===== config.mk =====
export PLATFORM = sky130hd
export DESIGN_NAME = mem_arbiter_mc_flat
export DESIGN_NICKNAME = d
export VERILOG_FILES = /design/src/rtl/mem_arbiter_mc_if.sv /design/src/rtl/mem_arbiter_mc.sv /design/src/flat_wrapper.sv
export SDC_FILE = /design/constraint.sdc
export NUM_CORES = 1
export LEC_CHECK = 0
export ABC_AREA = 1
export BUFFER_PORTS_ARGS = -buffer_cell sky130_fd_sc_hd__buf_2
export CORE_UTILIZATION = 32
export CTS_CLUSTER_SIZE = 16
export DETAILED_ROUTE_END_ITERATION = 7
export PLACE_DENSITY = 0.55
export SETUP_SLACK_MARGIN = 0.3
export SLEW_MARGIN = 20
export SYNTH_ARGS = -nofsm -noshare
export SYNTH_HDL_FRONTEND = slang
export SYNTH_SLANG_ARGS = --single-unit

===== constraint.sdc =====
create_clock -name clk_in -period 3.9 [get_ports clk_in]
set_input_delay 0 -clock clk_in [delete_from_list [all_inputs] [get_ports clk_in]]
set_output_delay 0 -clock clk_in [all_outputs]
set_load 0.005 [all_outputs]

===== src/rtl/mem_arbiter_mc_if.sv =====
// Requester, response and RAM/IO bus signals of the byte-serial memory arbiter.
// The arbiter connects through the slave modport; requesters and memory drive the master side.
interface mem_arbiter_mc_if #(
  parameter int NCH    = 2,
  parameter int MAXLEN = 4,
  parameter int LEN_W  = $clog2(MAXLEN + 1)
);
  logic                      rdy_in;
  logic [NCH-1:0]            req_valid;
  logic [NCH-1:0]            req_we;
  logic [32*NCH-1:0]         req_addr;
  logic [LEN_W*NCH-1:0]      req_len;
  logic [8*MAXLEN*NCH-1:0]   req_wdata;
  logic [NCH-1:0]            flush_in;
  logic [NCH-1:0]            resp_done;
  logic [8*MAXLEN-1:0]       resp_data;
  logic                      busy;
  logic [7:0]                mem_din;
  logic [7:0]                mem_dout;
  logic [31:0]               mem_a;
  logic                      mem_wr;
  logic                      io_buffer_full;

  modport master (
    output rdy_in, req_valid, req_we, req_addr, req_len, req_wdata, flush_in,
           mem_din, io_buffer_full,
    input  resp_done, resp_data, busy, mem_dout, mem_a, mem_wr
  );

  modport slave (
    input  rdy_in, req_valid, req_we, req_addr, req_len, req_wdata, flush_in,
           mem_din, io_buffer_full,
    output resp_done, resp_data, busy, mem_dout, mem_a, mem_wr
  );
endinterface


===== src/rtl/mem_arbiter_mc.sv =====
// Round-robin arbiter and byte-serial burst controller for NCH requesters sharing
// one 8-bit RAM/IO bus, with read flush and UART back-pressure stalls on IO writes.
module mem_arbiter_mc #(
  parameter int NCH    = 2,
  parameter int MAXLEN = 4,
  parameter int LEN_W  = $clog2(MAXLEN + 1)
) (
  input  logic                clk_in,
  input  logic                rst_in,
  mem_arbiter_mc_if.slave     bus
);

  localparam int CH_W = (NCH > 1) ? $clog2(NCH) : 1;
  localparam int DW   = 8 * MAXLEN;

  typedef enum logic [2:0] {
    S_IDLE   = 3'd0,
    S_RD     = 3'd1,
    S_WR     = 3'd2,
    S_IOWAIT = 3'd3,
    S_DONE   = 3'd4
  } state_t;

  state_t            state_q, state_d;
  logic [CH_W-1:0]   ptr_q, ptr_d, ch_q, ch_d;
  logic              we_q, we_d;
  logic [31:0]       addr_q, addr_d;
  logic [LEN_W-1:0]  len_q, len_d, cnt_q, cnt_d, pidx_q, pidx_d;
  logic [DW-1:0]     wdata_q, wdata_d, rdata_q, rdata_d;
  logic              pend_q, pend_d;

  logic              gnt_valid_s;
  logic [CH_W-1:0]   gnt_ch_s, cand_s;
  logic [LEN_W-1:0]  len_raw_s, len_eff_s;
  logic [31:0]       cur_addr_s;
  logic              io_stall_s, flush_hit_s;

  // Search starts just after the last granted channel, so every waiter is served within NCH grants.
  always_comb begin
    gnt_valid_s = 1'b0;
    gnt_ch_s    = '0;
    cand_s      = '0;
    for (int i = 1; i <= NCH; i++) begin
      cand_s = CH_W'((int'(ptr_q) + i) % NCH);
      if (!gnt_valid_s && bus.req_valid[cand_s]) begin
        gnt_valid_s = 1'b1;
        gnt_ch_s    = cand_s;
      end else begin
        gnt_ch_s    = gnt_ch_s;
      end
    end
  end

  assign len_raw_s = bus.req_len[int'(gnt_ch_s)*LEN_W +: LEN_W];

  always_comb begin
    if (len_raw_s == '0) begin
      len_eff_s = LEN_W'(1);
    end else if (len_raw_s > LEN_W'(MAXLEN)) begin
      len_eff_s = LEN_W'(MAXLEN);
    end else begin
      len_eff_s = len_raw_s;
    end
  end

  assign cur_addr_s  = addr_q + 32'(cnt_q);
  assign io_stall_s  = (state_q == S_WR) && (cur_addr_s[17:16] == 2'b11) && bus.io_buffer_full;
  assign flush_hit_s = !we_q && bus.flush_in[ch_q] && ((state_q == S_RD) || (state_q == S_DONE));

  always_ff @(posedge clk_in or negedge rst_in) begin
    if (!rst_in) begin
      state_q <= S_IDLE;
      ptr_q   <= CH_W'(NCH - 1);
      ch_q    <= '0;
      we_q    <= 1'b0;
      addr_q  <= 32'h0;
      len_q   <= '0;
      cnt_q   <= '0;
      pidx_q  <= '0;
      wdata_q <= '0;
      rdata_q <= '0;
      pend_q  <= 1'b0;
    end else begin
      state_q <= state_d;
      ptr_q   <= ptr_d;
      ch_q    <= ch_d;
      we_q    <= we_d;
      addr_q  <= addr_d;
      len_q   <= len_d;
      cnt_q   <= cnt_d;
      pidx_q  <= pidx_d;
      wdata_q <= wdata_d;
      rdata_q <= rdata_d;
      pend_q  <= pend_d;
    end
  end

  // pend_q marks a read address issued last cycle; its byte lands even if rdy_in has since dropped.
  always_comb begin
    state_d = state_q;
    ptr_d   = ptr_q;
    ch_d    = ch_q;
    we_d    = we_q;
    addr_d  = addr_q;
    len_d   = len_q;
    cnt_d   = cnt_q;
    wdata_d = wdata_q;
    rdata_d = rdata_q;
    pend_d  = 1'b0;
    pidx_d  = cnt_q;
    if (pend_q) begin
      rdata_d[int'(pidx_q)*8 +: 8] = bus.mem_din;
    end else begin
      rdata_d = rdata_q;
    end
    case (state_q)
      S_IDLE: begin
        if (bus.rdy_in && gnt_valid_s) begin
          ch_d    = gnt_ch_s;
          ptr_d   = gnt_ch_s;
          we_d    = bus.req_we[gnt_ch_s];
          addr_d  = bus.req_addr[int'(gnt_ch_s)*32 +: 32];
          len_d   = len_eff_s;
          wdata_d = bus.req_wdata[int'(gnt_ch_s)*DW +: DW];
          cnt_d   = '0;
          rdata_d = '0;
          state_d = bus.req_we[gnt_ch_s] ? S_WR : S_RD;
        end else begin
          state_d = S_IDLE;
        end
      end
      S_RD: begin
        if (flush_hit_s) begin
          rdata_d = '0;
          state_d = S_IDLE;
        end else if (!bus.rdy_in) begin
          state_d = S_RD;
        end else if (cnt_q == len_q) begin
          state_d = S_DONE;
        end else begin
          pend_d  = 1'b1;
          cnt_d   = cnt_q + LEN_W'(1);
        end
      end
      S_WR: begin
        if (!bus.rdy_in) begin
          state_d = S_WR;
        end else if (io_stall_s) begin
          state_d = S_IOWAIT;
        end else if (cnt_q == len_q - LEN_W'(1)) begin
          state_d = S_DONE;
        end else begin
          cnt_d   = cnt_q + LEN_W'(1);
        end
      end
      S_IOWAIT: begin
        if (bus.rdy_in && !bus.io_buffer_full) begin
          state_d = S_WR;
        end else begin
          state_d = S_IOWAIT;
        end
      end
      S_DONE: begin
        if (flush_hit_s) begin
          rdata_d = '0;
          state_d = S_IDLE;
        end else if (bus.rdy_in) begin
          state_d = S_IDLE;
        end else begin
          state_d = S_DONE;
        end
      end
      default: state_d = S_IDLE;
    endcase
  end

  // The done pulse is qualified by rdy_in so a paused DONE still reports exactly once.
  always_comb begin
    bus.resp_done = '0;
    bus.resp_data = '0;
    bus.busy      = (state_q != S_IDLE);
    bus.mem_a     = 32'h0;
    bus.mem_dout  = 8'h00;
    bus.mem_wr    = 1'b0;
    case (state_q)
      S_RD: begin
        if (cnt_q != len_q) begin
          bus.mem_a = cur_addr_s;
        end else begin
          bus.mem_a = 32'h0;
        end
      end
      S_WR: begin
        bus.mem_a    = cur_addr_s;
        bus.mem_dout = wdata_q[int'(cnt_q)*8 +: 8];
        bus.mem_wr   = bus.rdy_in && !io_stall_s;
      end
      S_DONE: begin
        bus.resp_data = rdata_q;
        if (bus.rdy_in && !flush_hit_s) begin
          bus.resp_done[ch_q] = 1'b1;
        end else begin
          bus.resp_done = '0;
        end
      end
      default: bus.mem_a = 32'h0;
    endcase
  end

endmodule

===== src/flat_wrapper.sv =====
// flat-port wrapper written by rule: the top's interface ports become plain ports
module mem_arbiter_mc_flat 
#(
  parameter int NCH    = 2,
  parameter int MAXLEN = 4,
  parameter int LEN_W  = $clog2(MAXLEN + 1)
)
  (clk_in, rst_in, bus_rdy_in, bus_req_valid, bus_req_we, bus_req_addr, bus_req_len, bus_req_wdata, bus_flush_in, bus_mem_din, bus_io_buffer_full, bus_resp_done, bus_resp_data, bus_busy, bus_mem_dout, bus_mem_a, bus_mem_wr);
  mem_arbiter_mc_if #(.NCH(NCH), .MAXLEN(MAXLEN), .LEN_W(LEN_W)) bus_i ();
  input  logic clk_in;
  input  logic rst_in;
  input wire logic [$bits(bus_i.rdy_in)-1:0] bus_rdy_in;
  input wire logic [$bits(bus_i.req_valid)-1:0] bus_req_valid;
  input wire logic [$bits(bus_i.req_we)-1:0] bus_req_we;
  input wire logic [$bits(bus_i.req_addr)-1:0] bus_req_addr;
  input wire logic [$bits(bus_i.req_len)-1:0] bus_req_len;
  input wire logic [$bits(bus_i.req_wdata)-1:0] bus_req_wdata;
  input wire logic [$bits(bus_i.flush_in)-1:0] bus_flush_in;
  input wire logic [$bits(bus_i.mem_din)-1:0] bus_mem_din;
  input wire logic [$bits(bus_i.io_buffer_full)-1:0] bus_io_buffer_full;
  output wire logic [$bits(bus_i.resp_done)-1:0] bus_resp_done;
  output wire logic [$bits(bus_i.resp_data)-1:0] bus_resp_data;
  output wire logic [$bits(bus_i.busy)-1:0] bus_busy;
  output wire logic [$bits(bus_i.mem_dout)-1:0] bus_mem_dout;
  output wire logic [$bits(bus_i.mem_a)-1:0] bus_mem_a;
  output wire logic [$bits(bus_i.mem_wr)-1:0] bus_mem_wr;
  assign bus_i.rdy_in = bus_rdy_in;
  assign bus_i.req_valid = bus_req_valid;
  assign bus_i.req_we = bus_req_we;
  assign bus_i.req_addr = bus_req_addr;
  assign bus_i.req_len = bus_req_len;
  assign bus_i.req_wdata = bus_req_wdata;
  assign bus_i.flush_in = bus_flush_in;
  assign bus_i.mem_din = bus_mem_din;
  assign bus_i.io_buffer_full = bus_io_buffer_full;
  assign bus_resp_done = bus_i.resp_done;
  assign bus_resp_data = bus_i.resp_data;
  assign bus_busy = bus_i.busy;
  assign bus_mem_dout = bus_i.mem_dout;
  assign bus_mem_a = bus_i.mem_a;
  assign bus_mem_wr = bus_i.mem_wr;
  mem_arbiter_mc #(.NCH(NCH), .MAXLEN(MAXLEN), .LEN_W(LEN_W)) u_core (.clk_in(clk_in), .rst_in(rst_in), .bus(bus_i));
endmodule

# Yosys cells after proc, flatten, opt, wreduce, memory -nomap -nowiden
# Index checks and enable logic that the tools add are counted.
# totals
out_inout_bits	76
word_cells	123
input_bits	152
reg_bits	112
# op_classes
addsub	6
n_shift	6
eq_ne	17
n_mux	52
n_mul	1
n_lt_le_gt_ge	6
n_reduce_logical	24
# op_table
operator	n
$mux W32	5
$pmux W32 S2	2
$shiftx A64 B7 Y32	2
$mux W3	18
$neg A6 Y33	1
$shift A8 B33 Y32 const A	1
$shiftx A8 B33 Y32	1
$add A32 B3 Y32	1
$bwmux W32	1
$shiftx A32 B7 Y8	1
$shiftx A6 B32 Y3	1
$mux W1	19
$pmux W3 S5	1
$ne A2 B2 Y1 const B	6
$logic_and A1 B1 Y1	10
$pmux W3 S3	1
$lt A1 B2 Y1 const B	4
$mux W8	1
$ne A4 B3 Y1 const B	2
$reduce_and A8 Y1	1
$eq A3 B2 Y1 const B	2
$eq A3 B3 Y1	2
$logic_not A3 Y1	2
$mux W2	3
17 further kinds	24

# Depth between registers and ports, before layout
# logic_depth
depth_word	12
mapped_depth	13
depth_no_buf	13

# Worst setup path before layout
# No wires, ideal clock.
# synth_timing
path_kind	flip-flop to flip-flop
from	register u_core.pidx_q[0]
to	register u_core.rdata_q[24]
synth_period_minus_slack_ns	2.005
path_buffers	2
arrival_ns	1.933
slack_ns	1.895
setup_ns	0.072
path_stages_with_launch	12
path_cell_list	dfrtp_1 -> buf_2 -> inv_1 -> ha_1 -> ha_1 -> buf_2 -> nand2_1 -> inv_1 -> nand2_1 -> nor2_1 -> a22oi_1 -> nor2_1
# synth_between
elab_chain_len	6
# synth_lines
element	line_no	rtl
start: declaration	mem_arbiter_mc.sv:28	logic [LEN_W-1:0] len_q, len_d, cnt_q, cnt_d, pidx_q, pidx_d;
start signal: assignment	mem_arbiter_mc.sv:91	pidx_q <= pidx_d;
$neg A6 Y33 (*)	mem_arbiter_mc.sv:112	rdata_d[int'(pidx_q)*8 +: 8] = bus.mem_din;
$shiftx A8 B33 Y32 or $shift A8 B33 Y32 (tied branches)	mem_arbiter_mc.sv:112	
$bwmux W32 (*)	mem_arbiter_mc.sv:112	
$mux W32 (*)	mem_arbiter_mc.sv:111	if (pend_q) begin
$mux W32 (on tied branches)	mem_arbiter_mc.sv:133, mem_arbiter_mc.sv:164, mem_arbiter_mc.sv:118	
$pmux W32 S2 (*)	mem_arbiter_mc.sv:116	case (state_q)
via u_core.rdata_d[24]	mem_arbiter_mc.sv:29	logic [DW-1:0] wdata_q, wdata_d, rdata_q, rdata_d;
end signal: assignment	mem_arbiter_mc.sv:93	rdata_q <= rdata_d;
end: declaration	mem_arbiter_mc.sv:29	
# Mark *: on every way through the listed nets, which the timed path passes. The rest lies on a longest branch.
# A chain may end at the register's enable or synchronous reset.

# Worst setup path after layout
# layout_timing
from	register u_core.ptr_q
to	register u_core.wdata_q[0]
# layout_between
elab_chain_len	9
# layout_lines
element	line_no	rtl
start: declaration	mem_arbiter_mc.sv:25	logic [CH_W-1:0] ptr_q, ptr_d, ch_q, ch_d;
start signal: assignment	mem_arbiter_mc.sv:73	ptr_q <= CH_W'(NCH - 1);
start signal: assignment	mem_arbiter_mc.sv:85	ptr_q <= ptr_d;
branches (longest 9 deep; another with $add A1 B1 Y1)	n/a	
end signal: assignment	mem_arbiter_mc.sv:92	wdata_q <= wdata_d;
end: declaration	mem_arbiter_mc.sv:29	
# Parallel ways; which one is timed is not known. The select of a mux whose other input is x is not followed.

==> results <==
- The detailed router's first-iteration violation count is 370.
- The number of buffers and inverters on the critical path is 2.
- The global-route congestion overflow total is 0.
- The category of the critical setup timing path is flip-flop to flip-flop.
- The die footprint is 22100 µm².
- The first global-routing pass estimated 36400 µm of wire.
- The maximum number of pins on one net before global-route repair is 68.
- After detailed placement, the total cell area comes to 8220 µm².
- The number of nets with antenna violations after routing is 0.
- In this run, placement finished with an instance count of 1429.
- The floorplan step set the die width to 149 µm.
- The post-synthesis cell count is 963.
- Dividing total power by cell area gives a power density of 593 nW/µm².
- Summing the areas of all xor and xnor instances in the mapped netlist gives 1.38% of the synthesized area.
- Clock tree synthesis selected as its root buffer the cell clkbuf_16.
- In this run, CTS created clock tree buffers numbering 9.
- The required arrival time at the worst endpoint is 4.14 ns.
- At the later pin of the worst-skew pair, clock insertion delay measures 0.36 ns.
- Once the floorplan was initialized, standard cells occupied 32.7% of the core.
- The clock network power share is 16.9%.
- The remaining max-slew budget at the tightest pin is 26.1%.
- The total track usage is 21.1%.
- Synthesis inferred 112 register bits.
- Once detailed placement completed, the half-perimeter wirelength came to 16500 µm.
- The routed via count divided by cell count is 4.81.
- The cell area after technology mapping is 6890 µm².
- The setup clock skew after layout is 0.00778 ns.
- Setup violations remaining at the end of the flow were counted as 0.
- The clock net in this run drives a total of 112 sinks.
- Counting along the longest clock path gives a buffer depth of 2.
- The number of core rows is 53.
- The number of distinct standard cells referenced by the synthesized netlist is 42.
- The worst path in the final design needs a cycle of 2.91 ns, including I/O delays and setup.
- In the post-synthesis netlist, the biggest area contributors are dfrtp_1 (40%), nor2_1 (9.8%), nand2_1 (7.8%).
- The number of levels in the clock H-tree is 3.
- The total length of routed wires is 23200 µm.
- The path category of the worst min-delay check is input pin to flip-flop.
- The power share of the sequential group is 32.7%.
- The total internal power is 3.42 mW.
- 0 antenna diodes ended up in the layout.
- After synthesis, the largest family of logic cells by area is simple AND/OR/NAND/NOR gates.
- The final instance area is 9940 µm².
- The share of synthesized cell area in and, or, nand and nor gates is 26.0%.
- In the synthesized netlist the dominant register cell turns out to be dfrtp_1.
- Detailed routing inserted a total of 7629 vias.
- Timing would allow up to 344 MHz.
- The post-detailed-route DRC marker count is 0.
- TritonCTS built the clock tree.
- The library cell used most frequently in the layout, excluding fill and tap cells, is buf_2.
- Of the post-synthesis cell area, the dominant cell type holds 40.3%.
- The routed length per instance is 14.7 µm.
- The reported net switching power is 2.48 mW.
- The async set-or-reset flop fraction in the synthesized netlist is 100%.
- The portion of synthesized area spent on multiplexers is 0.291%.
- Summed over all instances, the cell type with the most area after synthesis is dfrtp_1.
- Along the worst path, the maximum fanout reaches 67.
- In this run the vertical extent of the chip is 149 µm.
- The type of origin of the critical path is a flip-flop.
- Combinational logic burns 50.4% of the power.
- After routing, the total negative slack on setup checks comes to 0 ns.
- The hold violation count in the final report is 0.
- The run finished with clean final reports.
- The clock transition at the registers of the reported paths is 0.07 ns.
- The count of cells in the finished layout, fillers not included, comes to 1586.
- The critical path capture point type is a flip-flop.
- The routability congestion estimate from global placement is 0.849.
- The initial antenna violation count is 0.
- During placement, the flow inserted port buffers numbering 227.
- 228 I/O pins were placed.
- The period utilization is 74.6%.
- The top cell types in the final layout, fill and taps aside, are buf_2 (226), nor2_1 (180), nand2_1 (142), dlygate4sd3_1 (141), inv_1 (122).
- The analysis attributes to cell leakage a power of 4.90 nW.
- The synthesized netlist devotes 2.11% of its cell area to adder and majority cells.
- For the pin with the worst max-slew slack, the measured transition is 1.11 ns.
- The slowest cell on the critical path is dlygate4sd3_1.
- The arrival time at the worst endpoint is 3.14 ns.
- Summing the areas of all compound-gate instances in the mapped netlist gives 19.5% of the synthesized area.
- The region available for standard cell placement spans 21100 µm².
- The fraction of final layout cells with drive strength greater than 1 is 22.5%.
- The mean instance size in the synthesized netlist is 7.15 µm².
- Across the run, the number of max-cap violations was 0.
- The cell that appears most often on the critical path is o21ai_0.
- The worst supply voltage drop on vdd is 0.000268 V.
- Setup repair after global routing left no endpoint under its margin.
- The first detailed-routing pass took 7 iterations.
- After the last flow step, the layout net total stands at 1469.
- After synthesis, flip-flops and latches occupy 40.7% of the total area.
- The number of pins with negative max-slew slack in the final report is 0.
- The area growth from synthesis to layout is 44.3%.
- Among cell families on the critical path, the largest total delay comes from buffers and inverters.
- The via count of the first global-routing pass is 7169.
- The largest single stage delay on the critical path is 0.59 ns.
- The switching portion of total power is 42.1%.
- The number of enable flip-flop cells after synthesis is 0.
- The post-synthesis net count is 1126.
- For this run, the number of Yosys warnings is 0.
- The signal on the critical path passes through nand2_1 > nand2_2 > inv_2 > o21ai_0 > o21ai_0 > dlygate4sd3_1.
[what timing repair did]
action,CTS,global route
setup endpoints to repair,0,0
hold buffers,141,0
hold endpoints to repair,118,0
resized for setup,0,0
buffers inserted,0,0
[tightest hold or removal path: cells and delay by family]
kind / cells / cell delay [ns]
AO/OA/AOI/OAI: 2 / 0.24
buffers and inverters: 1 / 0.07
[final cells by class]
cell class                 instances  area [µm²]
timing repair buffer             374        2590
clock inverter                     6        73.8
fill                            2123       11100
clock buffer                      10         239
multi-input combinational        679        3400
tap                              275         344
sequential                       112        2800
inverter                         130         488
[state kept, by name (all words and copies together), names as in the netlist]
signal          flops
u_core.cnt_q        3
u_core.pidx_q       3
u_core.addr_q      32
u_core.we_q         1
u_core.ch_q         1
u_core.pend_q       1
u_core.rdata_q     32
u_core.ptr_q        1
u_core.state_q      3
u_core.wdata_q     32
u_core.len_q        3
[metal layers]
| metal | global-route usage, % | share of wire [%] | up-vias |
|---|---|---|---|
| met5 | 0 | 0 | - |
| met4 | 7.94 | 2.3 | 0 |
| met2 | 34.0 | 47 | 257 |
| li1 | - | - | 3838 |
| met1 | 28.7 | 45 | 3505 |
| met3 | 3.01 | 5.9 | 29 |
[cells in the mapped netlist, types with 5 or more instances]
library cell    n
nand2_1       143
inv_1         123
a22oi_1        20
clkbuf_2        5
inv_2           7
nor3_1         20
a21oi_1        42
clkbuf_1       20
dfrtp_1       111
ha_1           10
nand2_2        11
o21ai_1        33
buf_4           5
buf_2          11
xor2_1          5
nor2_1        180
o22ai_1        37
nor2_2          7
o21ai_0       104
nand3_1        26
nand4_1         5
[path summary, 6_finish.rpt]
kind	cells past startpoint	slack (ns)	end	from
hold reg to reg	2	0.47	u_core.ptr_q	u_core.ptr_q
min in group asynchronous	2	0.15	u_core.rdata_q[5]	rst_in
setup reg to reg	6	0.99	u_core.wdata_q[0]	u_core.ptr_q
hold / removal	3	0.02	u_core.addr_q[7]	bus_req_addr[7]
setup / recovery	6	0.99	u_core.wdata_q[0]	u_core.ptr_q
max in group asynchronous	3	2.76	u_core.ptr_q	rst_in
[power groups by stage]
stage	clock, mW	sequential, mW	combinational (mW)
finish	0.995	1.93	2.97
global route	1.07	1.98	3.32
floorplan	0	1.81	1.71
global placement	0	1.94	2.36
CTS	1.02	1.93	2.96
detailed placement	0	1.95	2.38
[logic make-up (layout without fill, tap and decap cells)]
group	count (synthesis)	in the layout
AOI/OAI and AO/OA	245	245
xor gates and xnor gates	10	10
adders and majority gates	11	11
buffers and inverters	172	520
DFF	112	112
muxes	2	2
and+or+nand+nor	411	411
[per-stage QoR]
| step | setup WS [ns] | hold slack (ns) | total power [mW] | util [%] |
|---|---|---|---|---|
| after floorplan | 1.89 | -0.296 | 3.52 | - |
| after global placement | 1.52 | 0.000439 | 4.30 | 39.0 |
| after detailed placement | 1.49 | 0.00116 | 4.32 | 39.0 |
| after CTS | 1.04 | 0.0103 | 5.91 | 47.1 |
| after global routing | 0.821 | 0.0319 | 6.37 | 47.1 |
| final | 0.992 | 0.0163 | 5.90 | 47.1 |
(Power assumes the default switching activity.)
